--- src/rtl/ps2_kbd_rx_pkg.sv ---
// rtl/ps2_kbd_rx_pkg.sv - shared constants and receiver state encoding for the PS/2 keyboard receiver
package ps2_kbd_rx_pkg;

    localparam int KbWidth     = 8;
    localparam int Ps2FrameLen = 11;
    localparam int Ps2CntW     = $clog2(Ps2FrameLen);

    // Receiver phases: waiting for start, collecting data, parity, stop
    typedef enum logic [1:0] {
        RX_IDLE   = 2'd0,
        RX_DATA   = 2'd1,
        RX_PARITY = 2'd2,
        RX_STOP   = 2'd3
    } rx_state_t;

    // Odd parity holds when data plus parity bit carry an odd number of ones
    function automatic logic odd_parity_ok(input logic [KbWidth-1:0] d, input logic p);
        return ^{d, p};
    endfunction

endpackage

--- src/rtl/ps2_frame_rx.sv ---
// rtl/ps2_frame_rx.sv - PS/2 device-to-host frame receiver with synchronizers and stall timeout
module ps2_frame_rx
    import ps2_kbd_rx_pkg::*;
#(
    parameter int TIMEOUT = 50000
) (
    input  logic               clk,
    input  logic               rst,
    input  logic               ps2_clk,
    input  logic               ps2_data,
    output logic [KbWidth-1:0] rx_byte,
    output logic               rx_valid,
    output logic               rx_err
);

    localparam int TW = $clog2(TIMEOUT + 1);

    logic clk_s1, clk_s2, clk_s3;
    logic data_s1, data_s2;
    logic fe;

    rx_state_t          state, state_n;
    logic [Ps2CntW-1:0] cnt, cnt_n;
    logic [KbWidth-1:0] shift, shift_n;
    logic               par, par_n;
    logic [TW-1:0]      tcnt, tcnt_n;
    logic [KbWidth-1:0] byte_q, byte_n;
    logic               valid_n, err_n;

    // Bring the pad clock and data into the clk domain; idle line level is 1
    always_ff @(posedge clk or posedge rst) begin
        if (rst) begin
            clk_s1  <= 1'b1;
            clk_s2  <= 1'b1;
            clk_s3  <= 1'b1;
            data_s1 <= 1'b1;
            data_s2 <= 1'b1;
        end else begin
            clk_s1  <= ps2_clk;
            clk_s2  <= clk_s1;
            clk_s3  <= clk_s2;
            data_s1 <= ps2_data;
            data_s2 <= data_s1;
        end
    end

    assign fe = clk_s3 & ~clk_s2;

    // Receiver state, bit counter, shift register, timeout and result registers
    always_ff @(posedge clk or posedge rst) begin
        if (rst) begin
            state    <= RX_IDLE;
            cnt      <= '0;
            shift    <= '0;
            par      <= 1'b0;
            tcnt     <= '0;
            byte_q   <= '0;
            rx_valid <= 1'b0;
            rx_err   <= 1'b0;
        end else begin
            state    <= state_n;
            cnt      <= cnt_n;
            shift    <= shift_n;
            par      <= par_n;
            tcnt     <= tcnt_n;
            byte_q   <= byte_n;
            rx_valid <= valid_n;
            rx_err   <= err_n;
        end
    end

    // Next-state logic: one frame bit per falling edge, stop bit validates the frame
    always_comb begin
        state_n = state;
        cnt_n   = cnt;
        shift_n = shift;
        par_n   = par;
        tcnt_n  = tcnt;
        byte_n  = byte_q;
        valid_n = 1'b0;
        err_n   = 1'b0;

        if (state != RX_IDLE) begin
            tcnt_n = fe ? '0 : tcnt + TW'(1);
        end

        case (state)
            RX_IDLE: begin
                tcnt_n = '0;
                if (fe && !data_s2) begin
                    state_n = RX_DATA;
                    cnt_n   = Ps2CntW'(1);
                    shift_n = '0;
                end
            end
            RX_DATA: begin
                if (fe) begin
                    shift_n = {data_s2, shift[KbWidth-1:1]};
                    cnt_n   = cnt + Ps2CntW'(1);
                    if (cnt == Ps2CntW'(KbWidth)) begin
                        state_n = RX_PARITY;
                    end
                end
            end
            RX_PARITY: begin
                if (fe) begin
                    par_n   = data_s2;
                    cnt_n   = cnt + Ps2CntW'(1);
                    state_n = RX_STOP;
                end
            end
            RX_STOP: begin
                if (fe) begin
                    cnt_n   = '0;
                    state_n = RX_IDLE;
                    if (data_s2 && odd_parity_ok(shift, par)) begin
                        valid_n = 1'b1;
                        byte_n  = shift;
                    end else begin
                        err_n = 1'b1;
                    end
                end
            end
            default: begin
                state_n = RX_IDLE;
                cnt_n   = '0;
            end
        endcase

        // A stalled frame is silently abandoned
        if (state != RX_IDLE && !fe && tcnt == TW'(TIMEOUT - 1)) begin
            state_n = RX_IDLE;
            cnt_n   = '0;
            shift_n = '0;
            tcnt_n  = '0;
        end
    end

    assign rx_byte = byte_q;

endmodule

--- src/rtl/ps2_kbd_rx.sv ---
// rtl/ps2_kbd_rx.sv - PS/2 keyboard receiver with show-ahead scan code FIFO for MMIO reads
module ps2_kbd_rx
    import ps2_kbd_rx_pkg::*;
#(
    parameter int DEPTH   = 8,
    parameter int TIMEOUT = 50000
) (
    input  logic               clk,
    input  logic               rst,
    input  logic               ps2_clk,
    input  logic               ps2_data,
    input  logic               rd_pop,
    output logic [KbWidth-1:0] kb_rdata,
    output logic               kb_ready,
    output logic               frame_err,
    output logic               overflow
);

    localparam int AW = $clog2(DEPTH);

    logic [KbWidth-1:0] rx_byte;
    logic               rx_valid;
    logic               rx_err;

    logic               push_q;
    logic [KbWidth-1:0] push_data_q;

    logic [KbWidth-1:0] mem [DEPTH];
    logic [AW-1:0]      wptr, rptr;
    logic [AW:0]        count;
    logic               full, do_pop, do_push;

    ps2_frame_rx #(
        .TIMEOUT (TIMEOUT)
    ) u_frame_rx (
        .clk      (clk),
        .rst      (rst),
        .ps2_clk  (ps2_clk),
        .ps2_data (ps2_data),
        .rx_byte  (rx_byte),
        .rx_valid (rx_valid),
        .rx_err   (rx_err)
    );

    assign frame_err = rx_err;

    // Retime the receiver's push request so the FIFO write is one stage removed from the FSM
    always_ff @(posedge clk or posedge rst) begin
        if (rst) begin
            push_q      <= 1'b0;
            push_data_q <= '0;
        end else begin
            push_q      <= rx_valid;
            push_data_q <= rx_byte;
        end
    end

    assign full     = (count == (AW+1)'(DEPTH));
    assign kb_ready = (count != '0);
    assign do_pop   = rd_pop & kb_ready;
    assign do_push  = push_q & (~full | do_pop);
    assign kb_rdata = kb_ready ? mem[rptr] : '0;

    // FIFO storage is deliberately left uninitialised by reset
    always_ff @(posedge clk) begin
        if (do_push) begin
            mem[wptr] <= push_data_q;
        end
    end

    // Pointers, occupancy and sticky drop flag
    always_ff @(posedge clk or posedge rst) begin
        if (rst) begin
            wptr     <= '0;
            rptr     <= '0;
            count    <= '0;
            overflow <= 1'b0;
        end else begin
            if (do_push) begin
                wptr <= wptr + AW'(1);
            end
            if (do_pop) begin
                rptr <= rptr + AW'(1);
            end
            if (do_push && !do_pop) begin
                count <= count + (AW+1)'(1);
            end else if (do_pop && !do_push) begin
                count <= count - (AW+1)'(1);
            end
            if (push_q && full && !do_pop) begin
                overflow <= 1'b1;
            end
        end
    end

endmodule

--- config.mk ---
export PLATFORM = sky130hd
export DESIGN_NAME = ps2_kbd_rx
export DESIGN_NICKNAME = d
export VERILOG_FILES = /design/src/rtl/ps2_kbd_rx_pkg.sv /design/src/rtl/ps2_frame_rx.sv /design/src/rtl/ps2_kbd_rx.sv
export SDC_FILE = /design/constraint.sdc
export NUM_CORES = 1
export LEC_CHECK = 0
export ABC_AREA = 1
export CAP_MARGIN = 20
export CORE_MARGIN = 1.5
export CORE_UTILIZATION = 45
export DETAILED_ROUTE_END_ITERATION = 8
export GPL_TIMING_DRIVEN = 0
export MAX_ROUTING_LAYER = met4
export SYNTH_ARGS = -nofsm -noshare
export SYNTH_HDL_FRONTEND = slang
export SYNTH_SLANG_ARGS = --single-unit
--- constraint.sdc ---
create_clock -name clk -period 3.1 [get_ports clk]
set_input_delay 0.31 -clock clk [delete_from_list [all_inputs] [get_ports clk]]
set_output_delay 0.31 -clock clk [all_outputs]
set_load 0.01 [all_outputs]
==> reports/results.ini, run 1 <==
[synthesis]
yosys.area_share.simple_pct=21.5
synth_xor_area_share_pct=2.08
synth_cells=579
netlist_area_mm2=0.00590
synth_top_flop_cell=edfxtp_1
synth_mux_area_share_pct=0.191
synth_warnings=0
ys_async_sr_fraction_pct=50.8
ys_seq_area_share_pct=60.7
synth_cell_types=41
syn_area_per_cell_um2=10.2
synth_compound_area_share_pct=7.93
syn_nets=598
ys_ff_latch=130
synth-adder-area-share_pct=3.10
synth-edff-count=64
synth_top_family_by_area=simple AND/OR/NAND/NOR gates

[place]
dp_hpwl_mm=7.72
place_area_mm2=0.00628
io_buffer_count=15
place.gp.congestion=0.809

[global_route]
antenna_found_initial=0
grt_usage_pct=18.4
gr-total-overflow=0
grt_max_degree=37
grt_pass1_wl_mm=19.2
grt_pass1_vias=3909

[sta]
hold_viol=0
maxSlewHeadroom_pct=42.3
rsz0062_at_grt=false
finalSetupTns_ns=0
min_period_ns=2.93
fin_crit_sh_pct=94.6
finalMaxSlewViolations=0
skew_ns=0.00759
finalSetupViolations=0
tightest_slew_ns=0.863
fmax_ghz=0.341

[routing]
ant_nets=0
drtIter0Drc=257
drcViolationCount=0
wl_mm=11.3
dr.pass1.iters=4
avgRoutedWirePerCell_um=14.1
avgViaCountPerCell=5.06
route.vias.total=4040

[job]
drv_cap=0

[power_and_ir_drop]
ir_worst_vdd_uv=427
power_density_mw_per_mm2=902
leakage_nw=2.94

[floorplanning]
row_count=41
dieArea_mm2=0.0138
die_x_um=117
dieHeight_um=117
initial_core_util_pct=46.4
pin_count=16
coreArea_mm2=0.0127

[finish]
fillers=1133
diodes=0
area_growth_pct=17.7
layout-drive-gt1-share_pct=12.6
stdcell_area_mm2=0.00694
layout.nets=633

[setup_path]
critPathKind=reg2out
end_kind=output pin
critPathRequiredTime_ns=2.79
critPathLaunchType=register
crit_arrival_ns=2.62
path_max_fanout=10

[clocking]
htreeDepth=4
path_clk_slew_ns=0.05
cts_buffers=17
cts_hold_buf=0
cts_tree=yes
clk_path_buf_depth=2
cts_root_buf=clkbuf_16
clk_latency_ns=0.41
cts_sinks=130

[outcome]
outcome=finished, final reports clean

[hold_path]
hold_path_class=in2reg

## repair_timing
item / in CTS / in global routing
setup buffers: 0 / 0
endpoints found under the setup margin: 0 / 8
gates resized for setup: 0 / 4
## worst paths after layout
path / start / to / slack [ns] / cells after the start
hold / removal: ps2_clk / u_frame_rx.clk_s1 / 0.30 / 1
setup reg to reg: count[0] / count[3] / 0.57 / 14
hold reg to reg: u_frame_rx.clk_s1 / u_frame_rx.clk_s2 / 0.35 / 0
setup / recovery: rptr[0] / kb_rdata[3] / 0.17 / 7
max in group asynchronous: rst / u_frame_rx.shift[5] / 2.12 / 3
min in group asynchronous: rst / overflow / 0.35 / 2
## metrics by stage
step | setup WS (ns) | util (%) | power [mW] | hold slack [ns] | cells
2_1_floorplan | 0.919 | - | 3.45 | 0.314 | 579
3_3_place_gp | -0.00136 | 49.2 | 4.05 | 0.346 | 766
3_5_place_dp | 0.417 | 49.4 | 4.11 | 0.347 | 767
4_1_cts | 0.0355 | 54.5 | 6.32 | 0.281 | 799
5_1_grt | 0.0429 | 54.6 | 6.65 | 0.298 | 799
6_report | 0.169 | 54.6 | 6.26 | 0.302 | 799
## cell families after synthesis
family	count (synthesis)
simple gates	280
flops	130
compound gates	72
buf+inv	68
xor+xnor	14
fa+ha+maj	14
mux	1
## placed cells by master, fill, tap and decap left out, drive strengths merged
master and n:
xnor2 5, clkinv 6, a21o 2, o211ai 2
nor3b 1, ha 13, nand3 33, xor2 9
mux2 1, nand3b 1, bufinv 5, clkdlybuf4s50 15
nand4 12, fa 1, or2 3, a31o 1
o21ai 45, o32ai 16, buf 6, nor3 9
inv 53, clkbuf 29, clkinvlp 2, and3 1
nor2 102, dfstp 5, dfrtp 61, a21oi 6
nand2 117, edfxtp 64, and3b 1
## critical path, stage by stage (launching register included)
cell,delay [ns]
dfrtp_1,0.45
inv_1,0.18
buf_1,0.50
nor2_1,0.10
o32ai_1,0.16
nor2_1,0.11
nor2_1,0.15
clkdlybuf4s50_1,0.55
## metal layers
layer / up-vias / track usage [%] / part of all wire, %
met5: - / - / 0
met4: 0 / 5.95 / 1.5
met3: 14 / 4.94 / 4.2
met2: 61 / 31.6 / 51
met1: 1938 / 21.0 / 43
li1: 2027 / - / -
## Yosys cell counts (all sizes together) (6+ instances only)
cell type | number | area share, %
nand2 | 117 | 7.6
nor2 | 102 | 6.8
edfxtp | 64 | 33
dfrtp | 61 | 26
inv | 51 | 3.2
o21ai | 45 | 4.4
nand3 | 33 | 3.6
o32ai | 16 | 2.4
ha | 13 | 2.8
nand4 | 12 | 1.5
clkbuf | 10 | 0.64
nor3 | 9 | 1.1
xor2 | 9 | 1.3
buf | 7 | 0.64
a21oi | 6 | 0.51
## flip-flops by register name (all words and copies together) (netlist names), 2 cells and up
name                flops
count                   4
u_frame_rx.tcnt        16
u_frame_rx.rx_byte      8
rptr                    3
mem                    64
push_data_q             8
wptr                    3
u_frame_rx.shift        8
u_frame_rx.state        2
u_frame_rx.cnt          4
## where the power goes
group          total (mW)  switching [mW]  internal, mW
clock network        2.19           0.752          1.43
registers            2.14           0.168          1.97
logic                1.94            1.19         0.751
## layout make-up
type                       instances  area [um2]  share of cell area [%]
multi-input combinational        381        2050                    29.6
timing repair buffer              16         170                    2.45
clock buffer                      17         425                    6.13
buffer                            17        78.8                    1.14
clock inverter                    15         230                    3.32
inverter                          51         191                    2.76
sequential                       130        3580                    51.6
tap                              172         215                    3.10
Note: power is estimated with default switching activity, not from simulation.
==> run 2, diff against run 1 <==
--- a/config.mk
+++ b/config.mk
@@ -9,9 +9,11 @@
 export CAP_MARGIN = 20
 export CORE_MARGIN = 1.5
 export CORE_UTILIZATION = 45
+export CTS_BUF_LIST = sky130_fd_sc_hd__clkbuf_8
 export DETAILED_ROUTE_END_ITERATION = 8
 export GPL_TIMING_DRIVEN = 0
 export MAX_ROUTING_LAYER = met4
+export SETUP_SLACK_MARGIN = 0.02
 export SYNTH_ARGS = -nofsm -noshare
 export SYNTH_HDL_FRONTEND = slang
 export SYNTH_SLANG_ARGS = --single-unit
==> run 2 against run 1 <==
Against the previous run: utilization fell by 1.5 points; via count rose by 0.92%; wire length barely moved; final cell count did not move; critical endpoint unchanged; largest cell class unchanged; largest power group is now registers; highest routed layer unchanged.
==> reports/results.ini, run 2 (synthesis results as in run 1) <==
[routing]
route.vias.total=4077
drtIter0Drc=261
avgViaCountPerCell=5.10
avgRoutedWirePerCell_um=14.1
drcViolationCount=0
ant_nets=0
wl_mm=11.3
dr.pass1.iters=5

[setup_path]
cp-startpoint=rptr[0]
path_cells=clkbuf_1, nor2_1, o32ai_1, nor2_1, nor2_1, clkdlybuf4s50_1
path_buf_inv=2
critPathLaunchType=register
critical_path_cell_count=6
cpMaxStageDelayCell=clkdlybuf4s50_1
r2r_slack_ns=0.57
cpLargestDelayFamily=buffers and inverters
max_stage_delay_ns=0.54
crit_arrival_ns=2.59
r2r-end=count[3]
timing.rr.start=count[0]
end_kind=output pin
worstSetupEndpoint=kb_rdata[3]
path_max_fanout=10
r2r_cells=14
cp_common_cell=nor2_1
critPathKind=reg2out
critPathRequiredTime_ns=2.79

[sta]
skew_ns=0.0121
tightest_slew_ns=0.916
finalMaxSlewViolations=0
hold_viol=0
min_period_ns=2.90
finalSetupViolations=0
fin_ws_ns=0.201
fin_crit_sh_pct=93.5
maxSlewHeadroom_pct=38.7
fmax_ghz=0.345
rsz0062_at_grt=false

[job]
drv_cap=0

[hold_path]
hold_path_class=in2reg

[power_and_ir_drop]
ir_worst_vdd_uv=379
power_density_mw_per_mm2=849
leakage_nw=2.86

[clocking]
cts_tree=yes
cts_hold_buf=0
cts_root_buf=clkbuf_8
htreeDepth=4
postCtsSetupBuffers=0
cts_buffers=17
cts_sinks=130
clk_latency_ns=0.46
clk_path_buf_depth=2
path_clk_slew_ns=0.07

[finish]
layout.nets=633
final_cells=799
layout-drive-gt1-share_pct=12.8
diodes=0
final_common_cell=nand2_1
largest_reg_flops=64
area_growth_pct=14.5
top_register=mem
layout_common_cells=nand2_1, nor2_1, edfxtp_1
reg.largest.list=mem: 64 flops, u_frame_rx.tcnt: 16 flops
fillers=1156

[floorplanning]
dieArea_mm2=0.0138
row_count=41
coreArea_mm2=0.0127
die_x_um=117
initial_core_util_pct=46.4
dieHeight_um=117
pin_count=16

[place]
place.gp.congestion=0.809
io_buffer_count=15
dp_hpwl_mm=7.72
dpl_worst_slack_ns=0.417
dpl.cell_count=767

[global_route]
gr-total-overflow=0
grt_pass1_wl_mm=19.1
grt_pass1_vias=3885
grt_usage_pct=18.4
grt_max_degree=37
antenna_found_initial=0

[outcome]
outcome=finished, final reports clean

## run 2: cell count changes in the layout (fill, tap and decap cells not counted)
cell,change
buf_2,+1
buf_1,-1
clkbuf_16,-17
clkbuf_8,+17
## run 2: repair_timing
action,in CTS,in global routing
gates cloned,0,0
gates resized for setup,1,4
setup endpoints to repair,2,7
endpoints found under the hold margin,0,0
pin swaps,0,0
## run 2: final cells by class
cell class | instances | area, um2 | area share, %
well taps | 172 | 215 | 3.19
flip-flops and latches | 130 | 3580 | 53.0
clock buffers | 17 | 234 | 3.46
clock inverters | 15 | 230 | 3.41
repair buffers | 16 | 170 | 2.52
inverters | 51 | 191 | 2.83
plain buffers | 17 | 80.1 | 1.19
multi-input cells | 381 | 2050 | 30.4
## run 2: worst min path at each step
stage / from / end / slack, ns / depth (start not counted)
3_3_place_gp: u_frame_rx.clk_s1 / u_frame_rx.clk_s2 / 0.35 / 0
3_5_place_dp: u_frame_rx.clk_s1 / u_frame_rx.clk_s2 / 0.35 / 0
6_report: ps2_clk / u_frame_rx.clk_s1 / 0.26 / 1
5_1_grt: ps2_clk / u_frame_rx.clk_s1 / 0.25 / 1
2_1_floorplan: ps2_clk / u_frame_rx.clk_s1 / 0.31 / 0
4_1_cts: ps2_clk / u_frame_rx.clk_s1 / 0.23 / 1
## run 2: report_power, final
| group | internal (mW) | total (mW) | switching [mW] |
|---|---|---|---|
| Combinational | 0.752 | 1.94 | 1.19 |
| Sequential | 1.97 | 2.14 | 0.168 |
| Clock | 0.963 | 1.66 | 0.695 |
## run 2: routing by layer
layer  share of wire, %  vias up  global-route usage (%)
met5                  0        -                       -
met4                1.7        0                    7.09
met3                4.3       14                    4.51
met2                 50       84                    31.3
met1                 44     1957                    21.1
li1                   -     2022                       -
## run 2: through the flow
step	hold WS, ns	util (%)	area (um2)	TNS [ns]	power, mW
after CTS	0.230	53.0	6750	0	5.78
after detailed placement	0.347	49.4	6280	0	4.11
final	0.261	53.1	6750	0	5.73
after global placement	0.346	49.2	6260	-0.0160	4.05
after floorplan	0.314	-	5900	0	3.45
after global routing	0.255	53.1	6750	0	6.11
==> run 3, diff against run 2 <==
--- a/config.mk
+++ b/config.mk
@@ -17,3 +17,4 @@
 export SYNTH_ARGS = -nofsm -noshare
 export SYNTH_HDL_FRONTEND = slang
 export SYNTH_SLANG_ARGS = --single-unit
+export TNS_END_PERCENT = 50
==> results of run 3 <==
Final layout, timing and power as in run 2 (identical DEF).
